**src/rtl/mem_bus_pkg.sv**
```systemverilog
// Shared types and default widths for the instruction/data memory bus arbiter.
//   arb_state_t : arbiter FSM states
//   ADDR_W_DEF  : default address width
//   DATA_W_DEF  : default data width
package mem_bus_pkg;

  localparam int ADDR_W_DEF = 32;
  localparam int DATA_W_DEF = 32;

  typedef enum logic [1:0] {
    IDLE    = 2'd0,
    GRANT_I = 2'd1,
    GRANT_D = 2'd2
  } arb_state_t;

endpackage

```
**src/rtl/rr_pick2.sv**
```systemverilog
// Two-way round-robin pick.
//   req   : [0] = ibus, [1] = dbus
//   last  : 1 when dbus was served last
//   grant : one-hot winner (same bit order as req), 0 when nobody requests
module rr_pick2 (
  input  logic [1:0] req,
  input  logic       last,
  output logic [1:0] grant
);

  always_comb begin
    grant = req;
    // On a tie the side that was not served last wins.
    if (req == 2'b11) grant = last ? 2'b01 : 2'b10;
  end

endmodule

```
**src/rtl/mem_bus_arbiter.sv**
```systemverilog
// Arbitrates a hart's instruction-fetch bus and load/store bus onto a single
// memory port. One transaction in flight at a time, round-robin on ties.
//   clk, rst                    : clock, synchronous active-low reset
//   ibus__req/addr              : fetch request (held until ibus__rdy)
//   ibus__rdy/rdata             : fetch completion pulse + data
//   dbus__req/addr/wmask/wdata  : load/store request (wmask==0 -> load)
//   dbus__rdy/rdata             : load/store completion pulse + data
//   mem__req/addr/wmask/wdata   : registered shared memory request
//   mem__ack/rdata              : memory completion + read data
module mem_bus_arbiter
  import mem_bus_pkg::*;
#(
  parameter int ADDR_W = ADDR_W_DEF,
  parameter int DATA_W = DATA_W_DEF
) (
  input  logic                clk,
  input  logic                rst,
  input  logic                ibus__req,
  input  logic [ADDR_W-1:0]   ibus__addr,
  output logic                ibus__rdy,
  output logic [DATA_W-1:0]   ibus__rdata,
  input  logic                dbus__req,
  input  logic [ADDR_W-1:0]   dbus__addr,
  input  logic [DATA_W/8-1:0] dbus__wmask,
  input  logic [DATA_W-1:0]   dbus__wdata,
  output logic                dbus__rdy,
  output logic [DATA_W-1:0]   dbus__rdata,
  output logic                mem__req,
  output logic [ADDR_W-1:0]   mem__addr,
  output logic [DATA_W/8-1:0] mem__wmask,
  output logic [DATA_W-1:0]   mem__wdata,
  input  logic                mem__ack,
  input  logic [DATA_W-1:0]   mem__rdata
);

  arb_state_t state;
  logic       last_d;
  logic [1:0] grant;

  rr_pick2 u_pick (
    .req   ({dbus__req, ibus__req}),
    .last  (last_d),
    .grant (grant)
  );

  always_ff @(posedge clk) begin
    if (!rst) begin
      state      <= IDLE;
      last_d     <= 1'b0;
      mem__addr  <= '0;
      mem__wmask <= '0;
      mem__wdata <= '0;
    end else begin
      case (state)
        IDLE: begin
          // Payload is captured only here, so it holds until the ack.
          if (grant[1]) begin
            state      <= GRANT_D;
            mem__addr  <= dbus__addr;
            mem__wmask <= dbus__wmask;
            mem__wdata <= dbus__wdata;
          end else if (grant[0]) begin
            state      <= GRANT_I;
            mem__addr  <= ibus__addr;
            mem__wmask <= '0;
            mem__wdata <= '0;
          end
        end
        GRANT_I, GRANT_D: begin
          if (mem__ack) begin
            state  <= IDLE;
            last_d <= (state == GRANT_D);
          end
        end
        default: state <= IDLE;
      endcase
    end
  end

  // Derived from registered state only: no input-to-mem__* path.
  assign mem__req = (state != IDLE);

  // rst gating suppresses the pulse while a reset is aborting a grant.
  assign ibus__rdy   = rst && (state == GRANT_I) && mem__ack;
  assign dbus__rdy   = rst && (state == GRANT_D) && mem__ack;
  assign ibus__rdata = ibus__rdy ? mem__rdata : '0;
  assign dbus__rdata = dbus__rdy ? mem__rdata : '0;

endmodule

```
**config.mk**
```make
export PLATFORM = sky130hd
export DESIGN_NAME = mem_bus_arbiter
export DESIGN_NICKNAME = d
export VERILOG_FILES = /design/src/rtl/mem_bus_pkg.sv /design/src/rtl/rr_pick2.sv /design/src/rtl/mem_bus_arbiter.sv
export SDC_FILE = /design/constraint.sdc
export NUM_CORES = 1
export LEC_CHECK = 0
export BUFFER_PORTS_ARGS = -buffer_cell sky130_fd_sc_hd__buf_2
export CORE_AREA = 2 2 107 109
export DETAILED_ROUTE_END_ITERATION = 16
export DIE_AREA = 0 0 109 111
export GPL_TIMING_DRIVEN = 0
export PLACE_DENSITY_LB_ADDON = 0.25
export SLEW_MARGIN = 20
export SYNTH_ARGS = -nofsm -noshare
export SYNTH_HDL_FRONTEND = slang
export SYNTH_SLANG_ARGS = --single-unit
```
**constraint.sdc**
```tcl
create_clock -name clk -period 3.4 [get_ports clk]
set_input_delay 0.17 -clock clk [delete_from_list [all_inputs] [get_ports clk]]
set_output_delay 0.17 -clock clk [all_outputs]
set_load 0.005 [all_outputs]
```
After elaboration in Yosys (flattened, before gate mapping)
Index checks and enable logic that the tools add are counted.
{"block": "word_totals", "out_inout_bits": 135, "reg_bits": 71, "in_bits": 137}
{"block": "op_classes", "eq_ne": 5, "muxes": 14, "n_reduce_logical": 11}
{"op": "two-way mux 32 bit", "count": 6}
{"op": "two-way mux 2 bit", "count": 5}
{"op": "two-way mux 4 bit", "count": 2}
{"op": "AND reduction 2 bit", "count": 3}
{"op": "== test 2 bit, second input constant", "count": 2}
{"op": "logical AND 1 bit", "count": 4}
{"op": "case mux 2 bit (2 select lines)", "count": 1}
{"op": "nonzero test 2 bit", "count": 2}
{"op": "!= test 3 bit, second input constant", "count": 1}
{"op": "== test 2 x 1 -> 1 bit, second input constant", "count": 1}
{"op": "zero test 2 bit", "count": 1}
{"op": "!= test 2 bit, second input constant", "count": 1}
{"op": "OR reduction 2 bit", "count": 1}

Longest topological paths before layout
Gate-level depths: netlist of run 1.
{"block": "logic_depth", "ltp_word": 5, "mapped_depth": 7, "mapped_depth_nobuf": 5}

Modules after synthesis
Synthesis of run 1 repeated with hierarchy kept, for this count alone.
{"block": "unflattened", "hier_cells": 320, "area_unflattened_um2": 3335.7}
{"mod": "mem_bus_arbiter", "seq_area_each_um2": 1421.4, "instances": 1, "area_per_inst_um2": 3316.9, "cells_each": 317}
{"mod": "rr_pick2", "seq_area_each_um2": 0.0, "instances": 1, "area_per_inst_um2": 18.8, "cells_each": 3}

Worst setup path before layout of run 1
No wires, ideal clock.
{"block": "synth_timing", "kind": "flip-flop to flip-flop", "startpoint": "reg state[0]", "endpoint": "reg mem__wdata[10]", "path_stages_with_launch": 8, "arrival_time_ns": 1.261, "n_path_buf": 2, "slack_ns": 2.022, "cell_sequence": "dfxtp_1 -> inv_1 -> ha_1 -> o21a_1 -> nor2b_1 -> buf_6 -> buf_2 -> a22o_1"}
{"block": "synth_between", "elab_chain_cells": 2}
{"item": "from (decl)", "line_no": "mem_bus_arbiter.sv:36", "source": "arb_state_t state;"}
{"item": "from (signal assigned)", "line_no": "mem_bus_arbiter.sv:48", "source": "state <= IDLE;"}
{"item": "from (signal assigned)", "line_no": "mem_bus_arbiter.sv:58", "source": "state <= GRANT_D;"}
{"item": "from (signal assigned)", "line_no": "mem_bus_arbiter.sv:63", "source": "state <= GRANT_I;"}
{"item": "zero test 2 bit", "line_no": "mem_bus_arbiter.sv:54", "source": "case (state)"}
{"item": "AND reduction 2 bit (no line)"}
{"item": "to (signal assigned)", "line_no": "mem_bus_arbiter.sv:61", "source": "mem__wdata <= dbus__wdata;"}
{"item": "to (decl)", "line_no": "mem_bus_arbiter.sv:31", "source": "output logic [DATA_W-1:0] mem__wdata,"}
No other way between the ends.
A chain may end at the register's enable or synchronous reset.

Worst setup path in the final report of run 1
{"block": "layout_timing", "startpoint": "reg state[0]", "endpoint": "out dbus__rdata[28]"}
{"block": "layout_between", "elab_chain_cells": 4}
{"item": "== test 2 bit", "line_no": "mem_bus_arbiter.sv:85", "source": "assign dbus__rdy = rst && (state == GRANT_D) && mem__ack;"}
{"item": "logical AND 1 bit (2 in a row)", "line_no": "mem_bus_arbiter.sv:85"}
{"item": "two-way mux 32 bit", "line_no": "mem_bus_arbiter.sv:87", "source": "assign dbus__rdata = dbus__rdy ? mem__rdata : '0;"}
{"item": "to (decl)", "line_no": "mem_bus_arbiter.sv:27", "source": "output logic [DATA_W-1:0] dbus__rdata,"}
No other way between the ends.

==> summary.txt, run 1 <==
Detailed routing
  • Final antenna-violating net count: 0
  • Iteration count of the initial detailed-routing pass: 4
  • Number of DRC violations after detailed-routing iteration 0: 111
  • Vias after detailed routing: 3616
  • Remaining routing DRC violations: 0
  • Vias per cell: 4.60
  • Final routed wire length divided by cell count: 13.1 um
  • Routed wire length: 10300 um

Power
  • Leak pwr: 2.74 nW
  • Final Total Pwr: 2.40 mW
  • Maximum resistive drop on vdd: 0.000263 V
  • Power density over the cells: 483 mW/mm2

Critical path
  • Critical path data required time: 3.23 ns
  • CP delay by family, top: buffers and inverters
  • Startpoint Class: flop
  • Buffer and inverter count on the worst path: 3
  • List of cells traversed by the critical path: inv_1 -> ha_1 -> and3_1 -> clkbuf_1 -> and2_1 -> buf_2
  • Critical Path Fanout Max: 10
  • Capturing element type of the critical path: output port
  • Peak per-stage delay on the critical path: 0.35 ns
  • Arrival time at the worst endpoint: 1.76 ns
  • Slowest CP cell: sky130_fd_sc_hd__clkbuf_1
  • Category of the most critical setup path: reg2out

CTS
  • CTS Root Buffer Type: sky130_fd_sc_hd__clkbuf_16
  • Post_cts resized: 0
  • Number of buffers added to fix hold violations after cts: 0
  • Clock tree from TritonCTS: yes
  • Max H-tree Level: 3
  • Clock edge transition at the registers on the reported setup and hold paths: 0.06 ns
  • Post-CTS Setup Repair Bufs: 0
  • Clock latency at the later pin of the worst-skew pair: 0.32 ns
  • Cts bufs inserted: 9
  • Total number of clock tree sinks: 71
  • Maximum buffer depth of the clock tree: 2

GRT
  • Via count of the first global-routing pass: 3339
  • Antenna violations before repair: 0
  • Maximum number of pins on one net before global-route repair: 15
  • Grt ovf: 0
  • GRT Overall Usage: 16.0%
  • First-pass GRT wire length: 15700 um

STA
  • Share of the clock period used by the worst path: 56.6%
  • Largest clock skew in the final design: 0.00669 ns
  • Final-report max-slew violation count: 0
  • Transition time of the tightest slew-check pin: 0.407 ns
  • Slew HR: 72.8%
  • Setup TNS Final: 0 ns
  • Final Critical Period: 1.93 ns
  • Final setup fails: 0
  • Highest attainable clock frequency: 519 MHz
  • RSZ-0062 raised after global routing: false
  • Final hold violation count: 0

Hold path
  • Hold Path Class: in2reg

Placed design
  • Count of buffers from port buffering: 271
  • Routability congestion estimate from global placement: 0.770
  • Detailed-placement wirelength estimate: 8090 um

Floorplan
  • Die extent in y: 111 um
  • Core Rows: 39
  • Full die area: 0.0121 mm2
  • Number of placed I/O pins: 272
  • Initial standard-cell utilization of the core: 28.1%
  • Width of the die: 109 um
  • Core Region: 0.0111 mm2

Layout
  • Number of nets at the end of the flow: 778
  • Number of inserted diodes: 0
  • Top library cells by usage in the layout, fill and taps aside: sky130_fd_sc_hd__buf_2, sky130_fd_sc_hd__dfxtp_1, sky130_fd_sc_hd__nand2_1
  • Growth of design area from synthesis to finish: 59.9%
  • Share of final-layout standard cells stronger than drive strength 1: 48.1%
  • Commonest non-fill, non-tap cell in the layout: sky130_fd_sc_hd__buf_2

Yosys
  • Average instance area after synthesis: 8.74 um2
  • Share of synthesized area occupied by flip-flops and latches: 45.7%
  • Syn nets: 496
  • Synth top area cells: sky130_fd_sc_hd__dfxtp_1, sky130_fd_sc_hd__and2_1, sky130_fd_sc_hd__a22o_1
  • Netlist area before placement: 0.00311 mm2
  • Portion of synthesized cell area occupied by the leading cell type: 45.7%
  • Number of distinct standard cells referenced by the synthesized netlist: 24
  • Post-Syn Instances: 356
  • Number of synthesized register bits: 71
  • Cell taking the most area after synthesis: sky130_fd_sc_hd__dfxtp_1
  • Total number of yosys warnings: 0

Run status
  • Result of the run: finished clean

Flow run
  • Total of max-cap violations: 0
==> cells in the mapped netlist, drive strengths merged <==
cell type / n
dfxtp: 71
nand2: 65
and2: 64
a22o: 36
o21ai: 34
a31oi: 32
buf: 20
clkbuf: 11
inv: 4
a21boi: 3
and3: 3
ha: 3
nor2b: 3
a21bo: 1
mux2i: 1
nand2b: 1
nand3: 1
nor3b: 1
o2111ai: 1
o21a: 1
==> kinds of logic (layout without fill, tap and decap cells) <==
family          count (synthesis)  count (layout)  share of synthesized area, %
simple gates                  138             138                          22.5
compound gates                108             108                          24.0
flops                          71              71                          45.7
buf+inv                        35             322                          6.27
fa+ha+maj                       3               3                          1.21
mux                             1               1                         0.322
==> registers in the layout (all words and copies together) (netlist names) <==
signal and flops:
last_d 1, mem__addr 32, state 2, mem__wmask 4
mem__wdata 32
==> through the flow <==
step	util [%]	setup WS [ns]	area, um2	std cells	hold WS [ns]
final	44.9	1.47	4970	786	0.0596
after global placement	41.9	1.80	4650	770	0.380
after floorplan	-	2.02	3110	356	0.295
after detailed placement	41.9	1.77	4650	770	0.385
after global routing	44.9	1.26	4970	786	0.0513
after CTS	44.9	1.42	4970	786	0.0466
==> metal layers <==
metal / vias to the layer above / routed length, um / track usage, %
li1: 1797 / - / -
met2: 161 / 5060 / 28.1
met4: 0 / 110 / 3.76
met1: 1650 / 4150 / 18.6
met5: - / 0 / 0
met3: 8 / 960 / 5.17
==> final timing paths <==
path              cells past startpoint  slack, ns              end       startpoint
setup / recovery                      6       1.47  dbus__rdata[28]         state[0]
hold / removal                        2       0.06   mem__wdata[18]  dbus__wdata[18]
setup reg to reg                      7       1.83    mem__wmask[2]         state[0]
hold reg to reg                       1       0.47   mem__wdata[23]   mem__wdata[23]
==> final cells by class <==
| cell class | count | area (um2) |
|---|---|---|
| fillers | 1121 | 6100 |
| multi-input cells | 250 | 1490 |
| flip-flops and latches | 71 | 1420 |
| repair buffers | 271 | 1360 |
| clock buffers | 9 | 225 |
| plain buffers | 31 | 180 |
| well taps | 143 | 179 |
| clock inverters | 7 | 103 |
| inverters | 4 | 15.0 |
==> power by group <==
group / switching [mW] / leakage [nW] / total [mW] / internal [mW]
clock: 0.371 / 0.157 / 1.02 / 0.650
sequential: 0.0413 / 0.586 / 0.956 / 0.914
combinational: 0.209 / 2.00 / 0.424 / 0.214
No activity file was read; power rests on OpenSTA's default activity.
==> inputs of run 2 (changes only) <==
Clock period 3.4 ns to 2 ns, I/O delays scaled along.
==> summary.txt, run 2 (synthesis gave the netlist of run 1 again) <==
Detailed routing
  • Final antenna-violating net count: 0
  • Routed wire length: 10700 um
  • Final routed wire length divided by cell count: 13.1 um
  • Number of DRC violations after detailed-routing iteration 0: 133
  • Vias after detailed routing: 3697
  • Iteration count of the initial detailed-routing pass: 4
  • Vias per cell: 4.55
  • Remaining routing DRC violations: 0

STA
  • Transition time of the tightest slew-check pin: 0.407 ns
  • Largest clock skew in the final design: 0.00678 ns
  • Highest attainable clock frequency: 548 MHz
  • Final Critical Period: 1.82 ns
  • Final setup fails: 0
  • Share of the clock period used by the worst path: 91.2%
  • Slew HR: 72.8%
  • RSZ-0062 raised after global routing: false
  • Setup TNS Final: 0 ns
  • Final hold violation count: 0
  • Final-report max-slew violation count: 0

Floorplan
  • Initial standard-cell utilization of the core: 28.1%
  • Number of placed I/O pins: 272
  • Core Region: 0.0111 mm2
  • Width of the die: 109 um
  • Die extent in y: 111 um
  • Full die area: 0.0121 mm2
  • Core Rows: 39

Critical path
  • Arrival time at the worst endpoint: 1.72 ns
  • List of cells traversed by the critical path: inv_1 -> ha_1 -> and3_1 -> clkbuf_1 -> and2_1 -> buf_2
  • Critical Path Fanout Max: 10
  • Reg-to-reg slack, setup: 0.40 ns
  • Slowest CP cell: sky130_fd_sc_hd__dfxtp_1
  • FF-to-FF Start: state[0]
  • Capturing element type of the critical path: output port
  • CP delay by family, top: buffers and inverters
  • Category of the most critical setup path: reg2out
  • Buffer and inverter count on the worst path: 3
  • Critical path data required time: 1.90 ns
  • Terminus of the critical flop-to-flop path: mem__wdata[15]
  • Length in cells of the worst reg-to-reg path: 7
  • Startpoint Class: flop
  • Peak per-stage delay on the critical path: 0.32 ns

Power
  • Maximum resistive drop on vdd: 0.000448 V
  • Power density over the cells: 786 mW/mm2
  • Leak pwr: 2.86 nW

Placed design
  • Routability congestion estimate from global placement: 0.770
  • Detailed-placement wirelength estimate: 8090 um
  • Cell area reported after detailed placement: 0.00465 mm2
  • Count of buffers from port buffering: 271
  • Placed cell count: 770

Layout
  • Largest registers: mem__addr (32), mem__wdata (32), mem__wmask (4)
  • Final cell area excluding filler cells: 0.00525 mm2
  • Number of inserted diodes: 0
  • Commonest non-fill, non-tap cell in the layout: sky130_fd_sc_hd__buf_2
  • Non-Filler Instances: 813
  • Top library cells by usage in the layout, fill and taps aside: sky130_fd_sc_hd__buf_2, sky130_fd_sc_hd__dfxtp_1, sky130_fd_sc_hd__nand2_1
  • Share of final-layout standard cells stronger than drive strength 1: 46.3%
  • Number of nets at the end of the flow: 805
  • Number of fillers in the final layout: 1093
  • Growth of design area from synthesis to finish: 68.6%

CTS
  • Total number of clock tree sinks: 71
  • Cts bufs inserted: 9
  • Clock edge transition at the registers on the reported setup and hold paths: 0.06 ns
  • Clock tree from TritonCTS: yes
  • CTS Root Buffer Type: sky130_fd_sc_hd__clkbuf_16
  • Maximum buffer depth of the clock tree: 2
  • Clock latency at the later pin of the worst-skew pair: 0.32 ns
  • Max H-tree Level: 3

Hold path
  • Endpoint with the worst hold slack: mem__wdata[26]
  • Hold Path Class: in2reg
  • Hold Crit Depth: 2
  • Launch point of the worst hold path: dbus__wdata[26]

GRT
  • First-pass GRT wire length: 16300 um
  • GRT Overall Usage: 16.6%
  • Maximum number of pins on one net before global-route repair: 15
  • Antenna violations before repair: 0
  • Via count of the first global-routing pass: 3522
  • Grt ovf: 0

Run status
  • Result of the run: finished clean

Flow run
  • Total of max-cap violations: 0
[run 2: cell count changes in the layout (fill, tap and decap cells not counted)]
| cell | before | now |
|---|---|---|
| sky130_fd_sc_hd__dlygate4sd3_1 | 0 | 27 |
| sky130_fd_sc_hd__clkbuf_1 | 11 | 10 |
| sky130_fd_sc_hd__clkbuf_2 | 0 | 1 |
[run 2: per-stage QoR]
stage | power [mW] | hold WS (ns) | setup slack (ns) | util, %
after floorplan | 2.00 | 0.225 | 0.622 | -
after global placement | 2.37 | 0.310 | 0.469 | 41.9
after detailed placement | 2.38 | 0.315 | 0.430 | 41.9
after CTS | 4.19 | 0.0000650 | 0.0909 | 47.3
after global routing | 4.33 | 0.00255 | 0.00282 | 47.4
final | 4.12 | 0.0116 | 0.175 | 47.4
[run 2: cell type report]
class | count | area, um2 | share of cell area [%]
repair buffers | 298 | 1630 | 31.0
inverters | 4 | 15.0 | 0.286
plain buffers | 31 | 181 | 3.46
flip-flops and latches | 71 | 1420 | 27.1
clock inverters | 7 | 103 | 1.96
multi-input cells | 250 | 1490 | 28.5
well taps | 143 | 179 | 3.41
clock buffers | 9 | 225 | 4.29
[run 2: layer usage]
layer	GRT usage, %	vias up	wire, um
met5	0	-	0
met4	4.02	0	128
met3	4.88	10	896
met2	29.9	158	5280
met1	18.9	1678	4370
li1	-	1851	-
[run 2: worst max-delay path by stage]
stage / from / endpoint / slack, ns / cells past startpoint
floorplan: state[0] / mem__wdata[10] / 0.62 / 7
global placement: state[0] / mem__wdata[29] / 0.47 / 7
detailed placement: state[0] / mem__wdata[16] / 0.43 / 7
CTS: state[0] / dbus__rdata[28] / 0.09 / 6
global route: state[0] / dbus__rdata[11] / 0.003 / 6
finish: state[0] / dbus__rdata[6] / 0.18 / 6
[run 2: where the power goes]
| group | internal, mW | switching [mW] |
|---|---|---|
| logic | 0.399 | 0.366 |
| registers | 1.55 | 0.0707 |
| clock network | 1.10 | 0.630 |
[run 2: what timing repair did]
action | 4_1_cts | 5_1_grt
setup buffers | 0 | 0
hold buffers | 27 | 0
setup endpoints to repair | 0 | 9
resized for setup | 0 | 2
hold endpoints to repair | 27 | 0
[run 2: worst reg2reg max path, delay by kind of cell (launching register included)]
family | cells | cell delay, ns
AND/OR/NAND/NOR | 1 | 0.14
AO/OA/AOI/OAI | 2 | 0.34
adder cells (fa/ha/maj) | 1 | 0.27
buffers and inverters | 3 | 0.45
flip-flops | 1 | 0.35
==> inputs of run 3 (changes only) <==
Settings changed: ABC_AREA set to 1, CORE_AREA 2 2 107 109 to unset, CORE_UTILIZATION set to 31, DIE_AREA 0 0 109 111 to unset.
==> summary.txt, run 3 <==
Yosys
  • Number of flops mapped to enable cells by yosys: 0
  • Share of synthesized flip-flops with an asynchronous set or reset: 0%
  • Number of synthesized register bits: 71
  • Synth top area cells: sky130_fd_sc_hd__dfxtp_1, sky130_fd_sc_hd__nand2_1, sky130_fd_sc_hd__nor2_1
  • Post-Syn Instances: 540
  • Portion of synthesized cell area occupied by the leading cell type: 41.0%
  • Total number of yosys warnings: 0
  • Average instance area after synthesis: 6.42 um2
  • Synth top cells by count: sky130_fd_sc_hd__nand2_1, sky130_fd_sc_hd__nor2_1, sky130_fd_sc_hd__a21oi_1, sky130_fd_sc_hd__dfxtp_1, sky130_fd_sc_hd__inv_1
  • Number of distinct standard cells referenced by the synthesized netlist: 17
  • Count leader, synth: sky130_fd_sc_hd__nand2_1
  • Cell taking the most area after synthesis: sky130_fd_sc_hd__dfxtp_1
  • Netlist area before placement: 0.00346 mm2
  • Primary flip-flop cell chosen by synthesis mapping: sky130_fd_sc_hd__dfxtp_1
  • Syn nets: 680
  • Share of synthesized area occupied by flip-flops and latches: 41.0%

Layout
  • Final core utilization: 50.9%
  • Growth of design area from synthesis to finish: 59.3%
  • Largest registers: mem__addr (32), mem__wdata (32), mem__wmask (4)
  • Non-Filler Instances: 998
  • Number of inserted diodes: 0
  • Share of final-layout standard cells stronger than drive strength 1: 36.7%
  • Commonest non-fill, non-tap cell in the layout: sky130_fd_sc_hd__buf_2
  • Top library cells by usage in the layout, fill and taps aside: sky130_fd_sc_hd__buf_2, sky130_fd_sc_hd__nand2_1, sky130_fd_sc_hd__nor2_1
  • Number of nets at the end of the flow: 993

STA
  • Share of the clock period used by the worst path: 91.3%
  • Final Critical Period: 1.83 ns
  • Final worst setup slack: 0.174 ns
  • Setup TNS Final: 0 ns
  • Slew HR: 69.5%
  • Largest clock skew in the final design: 0.0129 ns
  • Transition time of the tightest slew-check pin: 0.458 ns
  • RSZ-0062 raised after global routing: false
  • Tightest hold margin: 0.0157 ns
  • Final hold violation count: 0
  • Final setup fails: 0
  • Final-report max-slew violation count: 0
  • Highest attainable clock frequency: 548 MHz

Critical path
  • Critical Path Fanout Max: 10
  • Category of the most critical setup path: reg2out
  • Arrival time at the worst endpoint: 1.73 ns
  • Startpoint Class: flop
  • Capturing element type of the critical path: output port
  • Reg-to-reg slack, setup: 0.35 ns
  • Critical path data required time: 1.90 ns
  • Length in cells of the worst reg-to-reg path: 8

Run status
  • Result of the run: finished clean

Hold path
  • Hold Crit Depth: 3
  • Hold Path Class: in2reg

CTS
  • Maximum buffer depth of the clock tree: 2
  • Clock edge transition at the registers on the reported setup and hold paths: 0.09 ns
  • Max H-tree Level: 3
  • Cts bufs inserted: 9
  • Clock latency at the later pin of the worst-skew pair: 0.34 ns
  • Total number of clock tree sinks: 71
  • CTS Root Buffer Type: sky130_fd_sc_hd__clkbuf_8
  • Clock tree from TritonCTS: yes

Detailed routing
  • Routed wire length: 11900 um
  • Final antenna-violating net count: 0
  • Remaining routing DRC violations: 0
  • Final routed wire length divided by cell count: 11.9 um
  • Number of DRC violations after detailed-routing iteration 0: 250
  • Vias after detailed routing: 4446
  • Iteration count of the initial detailed-routing pass: 4
  • Vias per cell: 4.45

GRT
  • Maximum number of pins on one net before global-route repair: 14
  • First-pass GRT wire length: 18500 um
  • Grt ovf: 0
  • Antenna violations before repair: 0
  • GRT Overall Usage: 19.9%
  • Via count of the first global-routing pass: 3957

Placed design
  • Placed cell count: 949
  • Dpl ws: 0.349 ns
  • Count of buffers from port buffering: 269
  • Routability congestion estimate from global placement: 0.799
  • Detailed-placement wirelength estimate: 8810 um

Floorplan
  • Number of placed I/O pins: 272
  • Core Region: 0.0108 mm2
  • Core Rows: 38
  • Die extent in y: 108 um
  • Width of the die: 108 um
  • Initial standard-cell utilization of the core: 32.0%
  • Full die area: 0.0116 mm2

Flow run
  • Total of max-cap violations: 0

Power
  • Power density over the cells: 712 mW/mm2
  • Maximum resistive drop on vdd: 0.000422 V
  • Leak pwr: 3.18 nW
==> run 3: cell count changes after synthesis, moves of 27 or more <==
cell                      change
sky130_fd_sc_hd__a31oi_1     -32
sky130_fd_sc_hd__nand3_1     +34
sky130_fd_sc_hd__a22o_1      -36
sky130_fd_sc_hd__o21ai_0     +27
sky130_fd_sc_hd__nand2_1     +78
sky130_fd_sc_hd__a21oi_1     +71
sky130_fd_sc_hd__inv_1       +36
sky130_fd_sc_hd__and2_1      -64
sky130_fd_sc_hd__o21ai_1     -28
sky130_fd_sc_hd__nor2_1      +96
==> run 3: final cells by class <==
cell class	instances	area [um2]
clock buffer	10	128
inverter	40	150
sequential	71	1420
fill	1139	5320
tap	140	175
timing repair buffer	302	1680
multi-input combinational	388	1690
clock inverter	6	68.8
buffer	41	206
==> run 3: routing by layer <==
layer	wire, um	vias up	track usage [%]	share of wire (%)
met5	0	-	0	0
met4	155	0	4.99	1.3
met3	805	14	4.96	6.8
met2	5760	171	34.7	48
met1	5210	1946	24.4	44
li1	-	2315	-	-
==> run 3: worst paths after layout <==
| path | start | endpoint |
|---|---|---|
| max | state[1] | ibus__rdata[5] |
| min | dbus__wdata[29] | mem__wdata[29] |
| max reg2reg | state[0] | mem__wdata[25] |
| min reg2reg | mem__wdata[19] | mem__wdata[19] |
==> run 3: cell families (layout without fill, tap and decap cells) <==
kind of cell	after synthesis	count (layout)	synth area share (%)
buffers and inverters	81	399	10.1
flip-flops	71	71	41.0
AND/OR/NAND/NOR	281	281	32.8
adder cells (fa/ha/maj)	3	3	1.08
AO/OA/AOI/OAI	104	104	15.0
==> run 3: timing repair <==
action | CTS | global route
hold endpoints to repair | 33 | 0
hold buffers | 33 | 0
gates resized for setup | 1 | 10
cloned | 0 | 0
buffers inserted | 0 | 0
setup endpoints to repair | 1 | 42
==> run 3: metrics by stage <==
step / instance area, um2 / power (mW)
floorplan: 3460 / 2.28
global placement: 4990 / 2.75
detailed placement: 4990 / 2.76
CTS: 5510 / 3.98
global route: 5520 / 4.21
finish: 5520 / 3.93
==> run 3: power by group <==
part | internal, mW | total, mW | switching, mW
clock network | 0.583 | 1.15 | 0.568
logic | 0.503 | 1.11 | 0.611
registers | 1.58 | 1.66 | 0.0820
total | 2.67 | 3.93 | 1.26
==> run 3: critical path, stage by stage (launching register included) <==
cell and delay [ns]:
sky130_fd_sc_hd__dfxtp_1 0.33, sky130_fd_sc_hd__inv_1 0.08, sky130_fd_sc_hd__ha_1 0.13, sky130_fd_sc_hd__nand3_1 0.22
sky130_fd_sc_hd__clkbuf_2 0.27, sky130_fd_sc_hd__nor2_1 0.20, sky130_fd_sc_hd__buf_2 0.15
